## src/rtl/camera_capture_writer_if.sv

```systemverilog
// rtl/camera_capture_writer_if.sv - camera byte stream in, frame store pixel write port out
// master: capture block side; slave: camera/frame-store environment side.
interface camera_capture_writer_if #(
    parameter int ADDR_WIDTH = 19
);
    logic                  cam_vsync;
    logic                  cam_href;
    logic [7:0]            cam_data;
    logic                  cam_strobe;
    logic [ADDR_WIDTH-1:0] write_addr;
    logic [15:0]           write_rgb;
    logic                  write_mask;
    logic                  write_enable;
    logic                  frame_done;
    logic                  frame_err;
    logic [7:0]            frame_count;

    modport master (
        input  cam_vsync, cam_href, cam_data, cam_strobe,
        output write_addr, write_rgb, write_mask, write_enable,
        output frame_done, frame_err, frame_count
    );

    modport slave (
        output cam_vsync, cam_href, cam_data, cam_strobe,
        input  write_addr, write_rgb, write_mask, write_enable,
        input  frame_done, frame_err, frame_count
    );
endinterface

```

## src/rtl/camera_capture_writer.sv

```systemverilog
// rtl/camera_capture_writer.sv - RGB565 byte-stream capture into linear frame store writes
// Optional skin classifier on write_mask: define SKIN_DETECT_EN.
module camera_capture_writer #(
    parameter int H_ACTIVE   = 640,
    parameter int V_ACTIVE   = 480,
    parameter int ADDR_WIDTH = 19
) (
    input  logic                    clk,
    input  logic                    rst_n,
    camera_capture_writer_if.master bus
);
    localparam int CW = $clog2(H_ACTIVE + 1);
    localparam int LW = $clog2(V_ACTIVE + 1);
    localparam logic [CW-1:0]         COL_MAX   = CW'(H_ACTIVE);
    localparam logic [LW-1:0]         LINE_MAX  = LW'(V_ACTIVE);
    localparam logic [ADDR_WIDTH-1:0] LINE_STEP = ADDR_WIDTH'(H_ACTIVE);

    typedef enum logic [1:0] {SYNC, WAIT_START, ACTIVE, DONE} state_t;
    state_t state, state_nxt;

    logic                  vsync_q, href_q, vsync_fall, href_fall;
    logic                  st_start, st_capture, st_done;
    logic                  phase, short_line, line_over;
    logic [7:0]            hi_byte;
    logic [CW-1:0]         col;
    logic [LW-1:0]         line;
    logic [ADDR_WIDTH-1:0] line_base;
    logic [15:0]           pixel;
    logic                  pixel_mask, byte_en, pixel_en, line_end, write_ok, frame_bad;

    logic [ADDR_WIDTH-1:0] wr_addr_q;
    logic [15:0]           wr_rgb_q;
    logic                  wr_mask_q, wr_en_q, done_q, err_q;
    logic [7:0]            count_q;

    assign vsync_fall = vsync_q & ~bus.cam_vsync;
    assign href_fall  = href_q & ~bus.cam_href;

    always_ff @(posedge clk) begin
        if (!rst_n) state <= SYNC;
        else        state <= state_nxt;
    end

    always_comb begin
        state_nxt = state;
        case (state)
            SYNC:       if (bus.cam_vsync) state_nxt = WAIT_START;
            WAIT_START: if (vsync_fall)    state_nxt = ACTIVE;
            ACTIVE:     if (bus.cam_vsync) state_nxt = DONE;
            DONE:                          state_nxt = WAIT_START;
            default:                       state_nxt = SYNC;
        endcase
    end

    always_comb begin
        st_start   = 1'b0;
        st_capture = 1'b0;
        st_done    = 1'b0;
        case (state)
            WAIT_START: st_start   = vsync_fall;
            ACTIVE:     st_capture = ~bus.cam_vsync;
            DONE:       st_done    = 1'b1;
            default:    ;
        endcase
    end

    assign byte_en   = st_capture & bus.cam_href & bus.cam_strobe;
    assign pixel_en  = byte_en & phase;
    // col saturates at H_ACTIVE, so nonzero means the line saw at least one pixel
    assign line_end  = st_capture & href_fall & (col != '0);
    assign write_ok  = (col != COL_MAX) && (line != LINE_MAX);
    assign pixel     = {hi_byte, bus.cam_data};
    assign frame_bad = short_line | line_over | (line != LINE_MAX);

`ifdef SKIN_DETECT_EN
    logic [7:0] r8, g8, b8;
    logic [8:0] rg_diff;
    assign r8      = {pixel[15:11], pixel[15:13]};
    assign g8      = {pixel[10:5], pixel[10:9]};
    assign b8      = {pixel[4:0], pixel[4:2]};
    assign rg_diff = {1'b0, r8} - {1'b0, g8};
    assign pixel_mask = (r8 > 8'd95) && (g8 > 8'd40) && (b8 > 8'd20) &&
                        (r8 > g8) && (r8 > b8) && (rg_diff > 9'd15);
`else
    assign pixel_mask = 1'b0;
`endif

    always_ff @(posedge clk) begin
        if (!rst_n) begin
            vsync_q    <= 1'b0;
            href_q     <= 1'b0;
            phase      <= 1'b0;
            hi_byte    <= '0;
            col        <= '0;
            line       <= '0;
            line_base  <= '0;
            short_line <= 1'b0;
            line_over  <= 1'b0;
            wr_addr_q  <= '0;
            wr_rgb_q   <= '0;
            wr_mask_q  <= 1'b0;
            wr_en_q    <= 1'b0;
            done_q     <= 1'b0;
            err_q      <= 1'b0;
            count_q    <= '0;
        end else begin
            vsync_q <= bus.cam_vsync;
            href_q  <= bus.cam_href;
            wr_en_q <= 1'b0;
            done_q  <= st_done;
            err_q   <= st_done & frame_bad;
            if (st_done) count_q <= count_q + 8'd1;
            if (st_start) begin
                phase      <= 1'b0;
                col        <= '0;
                line       <= '0;
                line_base  <= '0;
                short_line <= 1'b0;
                line_over  <= 1'b0;
            end else begin
                if (href_fall)    phase <= 1'b0;
                else if (byte_en) phase <= ~phase;
                if (byte_en && !phase) hi_byte <= bus.cam_data;
                if (pixel_en) begin
                    if (write_ok) begin
                        wr_en_q   <= 1'b1;
                        wr_addr_q <= line_base + ADDR_WIDTH'(col);
                        wr_rgb_q  <= pixel;
                        wr_mask_q <= pixel_mask;
                    end
                    if (col != COL_MAX) col <= col + 1'b1;
                end
                if (line_end) begin
                    col <= '0;
                    if (col != COL_MAX) short_line <= 1'b1;
                    // line saturates; line_over remembers that extra lines were seen
                    if (line != LINE_MAX) begin
                        line      <= line + 1'b1;
                        line_base <= line_base + LINE_STEP;
                    end else begin
                        line_over <= 1'b1;
                    end
                end
            end
        end
    end

    assign bus.write_addr   = wr_addr_q;
    assign bus.write_rgb    = wr_rgb_q;
    assign bus.write_mask   = wr_mask_q;
    assign bus.write_enable = wr_en_q;
    assign bus.frame_done   = done_q;
    assign bus.frame_err    = err_q;
    assign bus.frame_count  = count_q;
endmodule

```

## src/flat_wrapper.sv

```systemverilog
// flat-port wrapper written by rule: the top's interface ports become plain ports
module camera_capture_writer_flat 
#(
    parameter int H_ACTIVE   = 640,
    parameter int V_ACTIVE   = 480,
    parameter int ADDR_WIDTH = 19
)
  (clk, rst_n, bus_cam_vsync, bus_cam_href, bus_cam_data, bus_cam_strobe, bus_write_addr, bus_write_rgb, bus_write_mask, bus_write_enable, bus_frame_done, bus_frame_err, bus_frame_count);
  camera_capture_writer_if #(.ADDR_WIDTH(ADDR_WIDTH)) bus_i ();
  input  logic clk;
  input  logic rst_n;
  input wire logic [$bits(bus_i.cam_vsync)-1:0] bus_cam_vsync;
  input wire logic [$bits(bus_i.cam_href)-1:0] bus_cam_href;
  input wire logic [$bits(bus_i.cam_data)-1:0] bus_cam_data;
  input wire logic [$bits(bus_i.cam_strobe)-1:0] bus_cam_strobe;
  output wire logic [$bits(bus_i.write_addr)-1:0] bus_write_addr;
  output wire logic [$bits(bus_i.write_rgb)-1:0] bus_write_rgb;
  output wire logic [$bits(bus_i.write_mask)-1:0] bus_write_mask;
  output wire logic [$bits(bus_i.write_enable)-1:0] bus_write_enable;
  output wire logic [$bits(bus_i.frame_done)-1:0] bus_frame_done;
  output wire logic [$bits(bus_i.frame_err)-1:0] bus_frame_err;
  output wire logic [$bits(bus_i.frame_count)-1:0] bus_frame_count;
  assign bus_i.cam_vsync = bus_cam_vsync;
  assign bus_i.cam_href = bus_cam_href;
  assign bus_i.cam_data = bus_cam_data;
  assign bus_i.cam_strobe = bus_cam_strobe;
  assign bus_write_addr = bus_i.write_addr;
  assign bus_write_rgb = bus_i.write_rgb;
  assign bus_write_mask = bus_i.write_mask;
  assign bus_write_enable = bus_i.write_enable;
  assign bus_frame_done = bus_i.frame_done;
  assign bus_frame_err = bus_i.frame_err;
  assign bus_frame_count = bus_i.frame_count;
  camera_capture_writer #(.H_ACTIVE(H_ACTIVE), .V_ACTIVE(V_ACTIVE), .ADDR_WIDTH(ADDR_WIDTH)) u_core (.clk(clk), .rst_n(rst_n), .bus(bus_i));
endmodule
```

## config.mk

```make
export PLATFORM = sky130hd
export DESIGN_NAME = camera_capture_writer_flat
export DESIGN_NICKNAME = d
export VERILOG_FILES = /design/src/rtl/camera_capture_writer_if.sv /design/src/rtl/camera_capture_writer.sv /design/src/flat_wrapper.sv
export SDC_FILE = /design/constraint.sdc
export NUM_CORES = 1
export LEC_CHECK = 0
export ABC_AREA = 1
export BUFFER_PORTS_ARGS = -buffer_cell sky130_fd_sc_hd__buf_4
export CORE_UTILIZATION = 45
export CTS_CLUSTER_DIAMETER = 80
export DETAILED_ROUTE_END_ITERATION = 16
export HOLD_SLACK_MARGIN = 0.12
export SETUP_SLACK_MARGIN = 0.5
export SLEW_MARGIN = 20
export SYNTH_ARGS = -nofsm -noshare
export SYNTH_HDL_FRONTEND = slang
export SYNTH_SLANG_ARGS = --single-unit
```

## constraint.sdc

```tcl
create_clock -name clk -period 2.3 [get_ports clk]
set_input_delay 0.46 -clock clk [delete_from_list [all_inputs] [get_ports clk]]
set_output_delay 0.46 -clock clk [all_outputs]
set_load 0.02 [all_outputs]
```

==> flow_summary.json, run 1 <==
{
  "totalPowerFinal_w": 0.00318,
  "cp_data_arrival_time_ns": 1.97,
  "criticalPathCategory": "flip-flop to flip-flop",
  "worst-r2r-cell-count": 10,
  "layout_overhead_on_the_synthesized_area_pct": 21.2,
  "synth_async_reset_ratio_pct": 0,
  "final-setup-viol-count": 0,
  "power.sequential.fraction_pct": 52.3,
  "synth_top_cell_by_area": "dfxtp_1",
  "clock_path_buffers": 2,
  "synthSimpleGateAreaFrac_pct": 34.0,
  "crit_chain": "inv_2 -> ha_4 -> inv_1 -> nor2_2 -> nand2_2 -> o21bai_4 -> nor2_4 -> clkbuf_16 -> nand2_1 -> a21oi_1",
  "clock_latency_ns": 0.37,
  "period_minus_slack_ns": 1.68,
  "tritoncts": "done",
  "timing.hold.worst_endpoint": "u_core.href_q",
  "global_route_overflow": 0,
  "timing.critical_path.from": "u_core.state[0]",
  "synth_seq_cells": 92,
  "synth-main-ff-cell": "dfxtp_1",
  "global_route.usage.total_pct": 19.3,
  "setup_repair_after_global_routing_missed_its_margin": "true",
  "timing.critical_path.max_delay_family": "simple AND/OR/NAND/NOR gates",
  "clk_pin_slew_ns": 0.09,
  "dp_hpwl_microns": 7180,
  "first_pass_grt_wire_length_microns": 16900,
  "buffers_added_on_ports": 58,
  "critical_path_required_ns": 2.59,
  "starting_density_pct": 47.0,
  "power.share.switching_pct": 24.3,
  "layout-drive-gt1-share_pct": 17.5,
  "finClkSkew_ns": 0.0146,
  "synth-edff-count": 0,
  "route.detailed.vias_per_inst": 4.64,
  "ff2ff_setup_slack_ns": 0.62,
  "final_antenna_net_count": 0,
  "slew_viol_final": 0,
  "setup-tns-final_ns": 0,
  "grt_antenna_before_repair": 0,
  "pwr_density_mw_per_mm2": 562,
  "floorplan.die_area_sq_mm": 0.0108,
  "comb_power_share_pct": 8.4,
  "max-vdd-ir-drop_mv": 0.257,
  "detail_route.drc_violations": 0,
  "outcome": "finished clean",
  "delay_of_the_slowest_cell_on_the_worst_path_ns": 0.36,
  "vias_in_the_first_global_route": 3757,
  "power.internal_w": 0.00240,
  "worst_setup_end_kind": "flip-flop",
  "hold_path.startpoint": "bus_cam_href",
  "synth-adder-area-share_pct": 3.92,
  "core-area_sq_mm": 0.00991,
  "post_synth_num_cell_types": 33,
  "start_kind": "flip-flop",
  "min_path_type": "input port to flip-flop",
  "crit_buf_inv": 3,
  "avg_inst_size_synth_sq_um": 6.67,
  "seq_area_frac_synth_pct": 39.5,
  "syn_inst": 699,
  "pwr-share-clk_pct": 39.3,
  "sw_pwr_w": 0.000772,
  "slowest_cell_on_crit_path": "dfxtp_4",
  "fin_crit_sh_pct": 73.2,
  "post_synth_mux_area_share_pct": 0,
  "dpl_worst_slack_ns": 0.311,
  "wirelength_microns": 10200,
  "static-leakage-power_nw": 2.52,
  "num-nets-final": 787,
  "clk_root_buffer_cell": "clkbuf_8",
  "whs_path_depth": 3,
  "die_h_microns": 104,
  "synthesis.yosys.warnings": 0,
  "cap_violations": 0,
  "fin_ws_ns": 0.617,
  "cts.hold.buffers_added": 0,
  "whs_ns": 0.310,
  "yosysMostFrequentCell": "nand2_1",
  "1st_pass_router_iterations": 5,
  "yosys.area.top_type_share_pct": 39.5,
  "cell_types_with_the_highest_counts_after_synthesis": "229 x nand2_1, 108 x nor2_1, 92 x dfxtp_1",
  "cts.sinks": 92,
  "tritoncts.num_buffers": 9,
  "maxClockFrequency_mhz": 594,
  "avgRoutedWirePerCell_microns": 11.4,
  "pin_count_of_the_biggest_net_entering_global_routing": 32,
  "synth.cell_area_sq_mm": 0.00466,
  "timing.final.hold_violations": 0,
  "yosys-top-cells-area": "dfxtp_1 40%, nand2_1 18%, nor2_1 8.7%",
  "final_weighted_congestion_in_routability_driven_placement": 0.882,
  "dr_total_vias": 4168,
  "crit_path_max_fanout": 5,
  "synth_top_family_by_area": "simple AND/OR/NAND/NOR gates",
  "design.portCount": 60,
  "yosys.area_share.xor_xnor_pct": 3.01,
  "num_rows": 36,
  "synth_fp_nets": 726,
  "compound_gate_fraction_of_synth_area_pct": 8.54,
  "diodes": 0,
  "die_width_microns": 104,
  "crit-reg2reg-capture": "u_core.line_base[8]",
  "cts.htree.levels": 3,
  "detail_route.iter0.violations": 145,
  "r2r_start": "u_core.state[0]",
  "fillers": 995
}
==> layer usage <==
layer / share of wire (%) / vias to the layer above / wire length, microns / track usage, %
li1: - / 2254 / - / -
met1: 48 / 1843 / 4950 / 24.4
met2: 47 / 61 / 4830 / 32.6
met3: 3.0 / 10 / 305 / 2.89
met4: 1.6 / 0 / 160 / 8.37
met5: 0 / - / 0 / 0
==> tightest hold or removal path, cell delays in order <==
cell	delay, ns
buf_4	0.10
nand2_1	0.05
inv_1	0.04
==> kinds of logic (layout without fill, tap and decap cells) <==
logic type,count (synthesis),after routing
flops,92,92
fa+ha+maj,14,14
other cells,1,1
buf+inv,114,180
simple gates,388,388
xor+xnor,16,16
compound gates,74,74
==> final cells by class <==
type	count	area [sq um]	area share (%)
repair buffers	74	639	11.3
inverters	90	338	5.98
clock inverters	5	82.6	1.46
multi-input cells	493	2410	42.7
clock buffers	11	151	2.68
well taps	133	166	2.95
flip-flops and latches	92	1860	32.9
==> layout by cell type, fill, tap and decap left out, types with 2 or more instances in the layout <==
cell / count
xnor2_1: 2
inv_1: 80
dfxtp_2: 4
buf_4: 67
inv_2: 10
clkbuf_16: 2
o21a_1: 2
dfxtp_1: 85
nand2_4: 2
clkbuf_8: 11
ha_4: 3
nand3_2: 4
bufinv_16: 2
a21oi_1: 45
nand3_1: 21
ha_1: 10
dfxtp_4: 3
o21ai_0: 20
nand4_1: 9
nor2_2: 4
nor3_1: 5
nor2_1: 107
nand2_1: 227
xor2_1: 14
buf_12: 3
nand2_2: 4
==> metrics by stage <==
step                      utilization [%]  std cells  area, sq um
final                                57.0        898         5650
after floorplan                         -        699         4660
after global routing                 57.0        898         5650
after CTS                            54.9        889         5440
after detailed placement             52.1        872         5160
after global placement               52.1        872         5160
==> power groups by stage <==
stage          clock [W]  combinational [W]  sequential, W
2_1_floorplan          0           0.000161        0.00170
3_3_place_gp           0           0.000245        0.00169
3_5_place_dp           0           0.000252        0.00169
4_1_cts          0.00128           0.000256        0.00165
5_1_grt          0.00134           0.000305        0.00167
6_report         0.00125           0.000267        0.00166
==> how the worst max path moves through the flow <==
stage | to | depth (start not counted)
final | u_core.line_base[8] | 10
after global placement | u_core.bus.write_addr[17] | 9
after CTS | u_core.bus.write_addr[17] | 9
after global routing | u_core.bus.write_addr[13] | 10
after detailed placement | u_core.bus.write_addr[17] | 9
after floorplan | u_core.bus.write_addr[17] | 9
==> repair_timing <==
item                                    CTS  global route
cloned                                    0             3
endpoints found under the setup margin   34            61
buffers inserted                          1             6
gates resized for setup                   6            25
pin swaps                                 2             6
==> state kept, by name, indices dropped and copies added, names as in the netlist <==
name / cells
u_core.line: 9
u_core.vsync_q: 1
u_core.short_line: 1
u_core.href_q: 1
u_core.phase: 1
u_core.col: 10
u_core.bus.write_rgb: 16
u_core.line_over: 1
u_core.bus.frame_count: 8
u_core.line_base: 12
u_core.bus.frame_done: 1
u_core.hi_byte: 8
u_core.state: 2
u_core.bus.write_enable: 1
u_core.bus.frame_err: 1
u_core.bus.write_addr: 19
No activity file was read; power rests on OpenSTA's default activity.
==> run 2, diff against run 1 <==
==> constraint.sdc (replaced) <==
create_clock -name clk -period 1.6 [get_ports clk]
set_input_delay 0.32 -clock clk [delete_from_list [all_inputs] [get_ports clk]]
set_output_delay 0.32 -clock clk [all_outputs]
set_load 0.02 [all_outputs]
==> run 2 against run 1 <==
  * The run now ends with setup timing left
  * Register-to-register slack worse by 0.62 ns
  * Clock skew fell by 0.0078 ns
  * Count of clock-buffer cells in the layout is 2 lower
  * Die area is the same
  * Core utilization increased by 12 points
  * Largest cell class unchanged
==> flow_summary.json, run 2 (synthesis gave the netlist of run 1 again) <==
{
  "regArea_sq_mm": 0.00193,
  "cp_data_arrival_time_ns": 1.87,
  "vias_in_the_first_global_route": 4065,
  "failed_checks": "setup timing",
  "design.portCount": 60,
  "tritoncts.num_buffers": 9,
  "whs_path_depth": 3,
  "cap_violations": 0,
  "dp_hpwl_microns": 7410,
  "detail_route.drc_violations": 0,
  "min_path_type": "input port to flip-flop",
  "maxClockFrequency_mhz": 623,
  "1st_pass_router_iterations": 4,
  "fin_crit_sh_pct": 100,
  "dr_total_vias": 4523,
  "critical_path_required_ns": 1.86,
  "slew_viol_final": 0,
  "worst-r2r-cell-count": 11,
  "global_route_overflow": 0,
  "worst_setup_end_kind": "flip-flop",
  "die_width_microns": 104,
  "fin_ws_ns": -0.00561,
  "final_weighted_congestion_in_routability_driven_placement": 0.901,
  "crit_path_max_fanout": 6,
  "setup_repair_after_global_routing_missed_its_margin": "true",
  "mostFrequentLayoutCells": "193 x nand2_1, 96 x nor2_1, 69 x inv_1",
  "layout.cells.most_common": "nand2_1",
  "timing.final.hold_violations": 0,
  "static-leakage-power_nw": 3.01,
  "grt_antenna_before_repair": 0,
  "finClkSkew_ns": 0.00685,
  "global_route.usage.total_pct": 21.1,
  "floorplan.die_area_sq_mm": 0.0108,
  "die_h_microns": 104,
  "detail_route.iter0.violations": 189,
  "clock_latency_ns": 0.36,
  "period_minus_slack_ns": 1.61,
  "clock_path_buffers": 2,
  "max-vdd-ir-drop_mv": 0.491,
  "starting_density_pct": 47.0,
  "outcome": "complete, but fails checks",
  "number_of_flip_flops_in_the_largest_register": 19,
  "final-setup-viol-count": 1,
  "cts.sinks": 92,
  "clk_root_buffer_cell": "clkbuf_8",
  "pwr_density_mw_per_mm2": 696,
  "cts.hold.buffers_added": 0,
  "num_rows": 36,
  "crit_chain": "inv_4 -> ha_4 -> nand2_4 -> nor3_4 -> nand2_4 -> nor2_8 -> buf_12 -> buf_12 -> nand2_1 -> nand2_1 -> nor2_1",
  "buffers_added_on_ports": 58,
  "layout_overhead_on_the_synthesized_area_pct": 46.9,
  "wirelength_microns": 11500,
  "start_kind": "flip-flop",
  "fillers": 816,
  "route.detailed.vias_per_inst": 4.73,
  "setup-tns-final_ns": -0.00561,
  "post-route-util_pct": 69.1,
  "clk_pin_slew_ns": 0.09,
  "diodes": 0,
  "criticalPathCategory": "flip-flop to flip-flop",
  "multi_input_comb_area_sq_mm": 0.00283,
  "pin_count_of_the_biggest_net_entering_global_routing": 28,
  "cts.htree.levels": 3,
  "final_antenna_net_count": 0,
  "delay_of_the_slowest_cell_on_the_worst_path_ns": 0.38,
  "core-area_sq_mm": 0.00991,
  "layout-drive-gt1-share_pct": 39.7,
  "avgRoutedWirePerCell_microns": 12.0,
  "tritoncts": "done",
  "first_pass_grt_wire_length_microns": 18500,
  "num-nets-final": 845,
  "slowest_cell_on_crit_path": "dfxtp_4"
}
[run 2: cell types whose count changed in the layout (fill, tap and decap cells not counted), moves of 11 or more]
cell / delta
o21ai_0: -13
nor2_1: -11
dfxtp_2: +46
inv_1: -11
dfxtp_1: -49
buf_6: +58
nand2_2: +24
nand2_1: -34
[run 2: where the power goes]
group          total, W  leakage, nW  switching (W)  internal (W)
registers       0.00241        0.772      0.0000596       0.00235
clock network   0.00159        0.100       0.000861      0.000734
logic          0.000762         2.14       0.000391      0.000371
total           0.00476         3.01        0.00131       0.00345
[run 2: worst paths after layout]
| path | start | to | slack, ns |
|---|---|---|---|
| setup / recovery | u_core.state[0] | u_core.bus.write_addr[13] | -0.006 |
| hold / removal | bus_cam_href | u_core.href_q | 0.17 |
| hold reg to reg | u_core.hi_byte[3] | u_core.hi_byte[3] | 0.45 |
| setup reg to reg | u_core.state[0] | u_core.bus.write_addr[13] | -0.006 |
[run 2: worst max-delay path, delay by kind of cell (launching register included)]
family,cells,cell delay (ns)
simple gates,7,0.63
buf+inv,3,0.32
flops,1,0.38
fa+ha+maj,1,0.16
[run 2: cell type report]
cell class / count / area share (%)
flip-flops and latches: 92 / 28.2
inverters: 90 / 5.16
clock inverters: 7 / 1.08
multi-input cells: 495 / 41.4
repair buffers: 130 / 20.0
well taps: 133 / 2.43
clock buffers: 9 / 1.81
[run 2: per-stage QoR]
step	hold WS (ns)	area (sq um)	std cells	setup slack [ns]	power (W)
after floorplan	0.418	4830	699	0.128	0.00273
after global placement	0.438	5490	890	0.00153	0.00283
after detailed placement	0.445	5490	890	-0.00319	0.00285
after CTS	0.152	6390	938	0.00630	0.00456
after global routing	0.165	6840	956	-0.0893	0.00500
final	0.165	6840	956	-0.00561	0.00476
[run 2: metal layers]
metal / vias up / wire length (microns) / global-route usage [%]
met5: - / 0 / 0
met2: 61 / 5770 / 37.1
met1: 2077 / 5250 / 26.0
met3: 12 / 293 / 3.59
met4: 0 / 168 / 6.94
li1: 2373 / - / -
[run 2: repair_timing]
| item | in CTS | in global routing |
|---|---|---|
| resized for setup | 147 | 82 |
| endpoints found under the setup margin | 132 | 134 |
| pin swaps | 10 | 33 |
| cloned | 5 | 2 |
| buffers inserted | 27 | 16 |
==> run 3, diff against run 2 <==
--- a/config.mk
+++ b/config.mk
@@ -16,3 +16,4 @@
 export SYNTH_ARGS = -nofsm -noshare
 export SYNTH_HDL_FRONTEND = slang
 export SYNTH_SLANG_ARGS = --single-unit
+export TNS_END_PERCENT = 5
==> run 3 against run 2 <==
  * The run still ends with setup timing left
  * Total power fell by 6.0%
  * Via count fell by 1.6%
  * Core utilization fell by 4.3 points
  * Clock skew barely moved
  * Die area did not move
  * Non-clock buffer count fell by 26
  * Sequential share of layout area rose by 1.7 points
  * Sequential power barely moved
  * Global-route usage fell by 1.3 points
  * Critical path depth fell by 3
  * Highest routed layer unchanged
  * Final area fell by 6.3%
  * Largest power group unchanged
  * Clock power barely moved
==> flow_summary.json, run 3 (synthesis gave the netlist of run 1 again) <==
{
  "pwr_density_mw_per_mm2": 698,
  "hold_path.startpoint": "bus_cam_href",
  "layout-drive-gt1-share_pct": 34.5,
  "timing.hold.worst_endpoint": "u_core.href_q",
  "buffers_added_on_ports": 58,
  "clock_path_buffers": 2,
  "post-route-util_pct": 64.7,
  "layout_overhead_on_the_synthesized_area_pct": 37.6,
  "cts.htree.levels": 3,
  "clk_root_buffer_cell": "clkbuf_8",
  "fillers": 869,
  "ff2ff_setup_slack_ns": -0.00002,
  "starting_density_pct": 47.0,
  "wirelength_microns": 10800,
  "1st_pass_router_iterations": 5,
  "cp_common_cell": "nand2_1",
  "r2r_start": "u_core.line_base[7]",
  "mostFrequentLayoutCells": "198 x nand2_1, 100 x nor2_1, 70 x inv_1",
  "met3_wirelength_microns": 272,
  "route.detailed.vias_per_inst": 4.79,
  "diodes": 0,
  "cap_violations": 0,
  "timing.final.hold_violations": 0,
  "final_weighted_congestion_in_routability_driven_placement": 0.873,
  "maxClockFrequency_mhz": 625,
  "design.portCount": 60,
  "dpl_worst_slack_ns": -0.0571,
  "vias_in_the_first_global_route": 3942,
  "critical_path_required_ns": 1.86,
  "comb_power_share_pct": 10.9,
  "detailroute.wirelength.met2_microns": 5410,
  "dr_total_vias": 4449,
  "min_path_type": "input port to flip-flop",
  "crit_path_max_fanout": 7,
  "global_route.usage.total_pct": 19.8,
  "crit-reg2reg-capture": "u_core.bus.write_addr[11]",
  "num_rows": 36,
  "pwr-share-clk_pct": 35.6,
  "failed_checks": "setup timing",
  "grt_antenna_before_repair": 0,
  "first_pass_grt_wire_length_microns": 17600,
  "start_kind": "flip-flop",
  "max-vdd-ir-drop_mv": 0.346,
  "slew_viol_final": 0,
  "pin_count_of_the_biggest_net_entering_global_routing": 29,
  "detail_route.iter0.violations": 179,
  "avgRoutedWirePerCell_microns": 11.6,
  "clk_pin_slew_ns": 0.09,
  "cts.sinks": 92,
  "fin_ws_ns": -0.0000163,
  "worst_setup_end_kind": "flip-flop",
  "detail_route.drc_violations": 0,
  "power.sequential.fraction_pct": 53.5,
  "wl_met1_microns": 4910,
  "cp_data_arrival_time_ns": 1.86,
  "criticalPathCategory": "flip-flop to flip-flop",
  "slowest_cell_on_crit_path": "dfxtp_4",
  "tritoncts": "done",
  "global_route_overflow": 0,
  "layout.cells.most_common": "nand2_1",
  "final-setup-viol-count": 1,
  "fin_crit_sh_pct": 100,
  "die_h_microns": 104,
  "finClkSkew_ns": 0.00718,
  "crit_chain": "ha_4 -> inv_2 -> fa_2 -> o21ai_4 -> xor2_1 -> nand2_1 -> nand2_1 -> nor2_1",
  "tritoncts.num_buffers": 9,
  "setup_repair_after_global_routing_missed_its_margin": "true",
  "dp_hpwl_microns": 7570,
  "static-leakage-power_nw": 2.81,
  "power.internal_w": 0.00332,
  "number_of_flip_flops_in_the_largest_register": 19,
  "clock_latency_ns": 0.36,
  "num-nets-final": 817,
  "delay_of_the_slowest_cell_on_the_worst_path_ns": 0.37,
  "period_minus_slack_ns": 1.60,
  "maxUsedRoutingLayer": "met4",
  "power.share.switching_pct": 25.8,
  "whs_path_depth": 3,
  "sw_pwr_w": 0.00115,
  "outcome": "complete, but fails checks",
  "die_width_microns": 104,
  "final_antenna_net_count": 0,
  "worst-r2r-cell-count": 8,
  "core-area_sq_mm": 0.00991,
  "setup-tns-final_ns": -0.0000163,
  "floorplan.die_area_sq_mm": 0.0108
}
==> run 3: changes by cell type in the layout (fill, tap and decap cells not counted), moves of 5 or more <==
cell / before / now
a21oi_1: 36 / 28
a21oi_2: 10 / 18
buf_4: 59 / 42
buf_6: 59 / 48
nand2_1: 193 / 198
nand2_4: 12 / 5
o21ai_0: 7 / 19
o21ai_2: 10 / 0
==> run 3: final cells by class <==
| type | instances | area, sq um | area share (%) |
|---|---|---|---|
| sequential | 92 | 1920 | 29.9 |
| timing repair buffer | 104 | 1150 | 17.9 |
| inverter | 90 | 343 | 5.35 |
| tap | 133 | 166 | 2.59 |
| clock buffer | 11 | 141 | 2.20 |
| clock inverter | 5 | 61.3 | 0.956 |
| multi-input combinational | 493 | 2640 | 41.1 |
==> run 3: through the flow <==
| step | hold slack (ns) | std cells | power [W] | cell area (sq um) |
|---|---|---|---|---|
| after floorplan | 0.418 | 699 | 0.00270 | 4730 |
| after global routing | 0.180 | 928 | 0.00469 | 6410 |
| after global placement | 0.437 | 899 | 0.00285 | 5490 |
| final | 0.175 | 928 | 0.00448 | 6410 |
| after detailed placement | 0.443 | 899 | 0.00287 | 5490 |
| after CTS | 0.150 | 918 | 0.00448 | 6080 |
==> run 3: power by group through the flow <==
stage                     clock network, W  logic [W]  registers [W]
after floorplan                          0   0.000253        0.00245
after global placement                   0   0.000411        0.00244
after detailed placement                 0   0.000428        0.00244
after CTS                          0.00164   0.000449        0.00239
after global routing               0.00174   0.000546        0.00240
final                              0.00159   0.000489        0.00239
==> run 3: worst max-delay path, delay by kind of cell (launching register included) <==
family,cells,cell delay (ns)
compound gates,1,0.22
buf+inv,1,0.03
flops,1,0.37
xor+xnor,1,0.22
fa+ha+maj,2,0.49
simple gates,3,0.18
==> run 3: worst max-delay path by stage <==
stage	from	end	slack [ns]	cells past startpoint
finish	u_core.line_base[7]	u_core.bus.write_addr[11]	-0.00002	8
global route	u_core.state[0]	u_core.hi_byte[0]	-0.09	9
CTS	u_core.col[7]	u_core.bus.write_addr[11]	0.009	8
detailed placement	u_core.col[9]	u_core.bus.write_addr[16]	-0.06	10
global placement	u_core.col[9]	u_core.bus.write_addr[16]	-0.05	10
floorplan	u_core.line_base[7]	u_core.bus.write_addr[17]	0.13	9
==> run 3: what timing repair did <==
action	CTS	global route
endpoints found under the setup margin	132	134
hold buffers	0	0
pin swaps	38	12
buffers inserted	3	6
gates cloned	0	4
resized for setup	131	56
==> run 3: routing by layer <==
layer,track usage (%),vias up
li1,-,2325
met4,9.18,0
met3,2.71,10
met1,24.2,2059
met2,34.5,55
met5,0,-
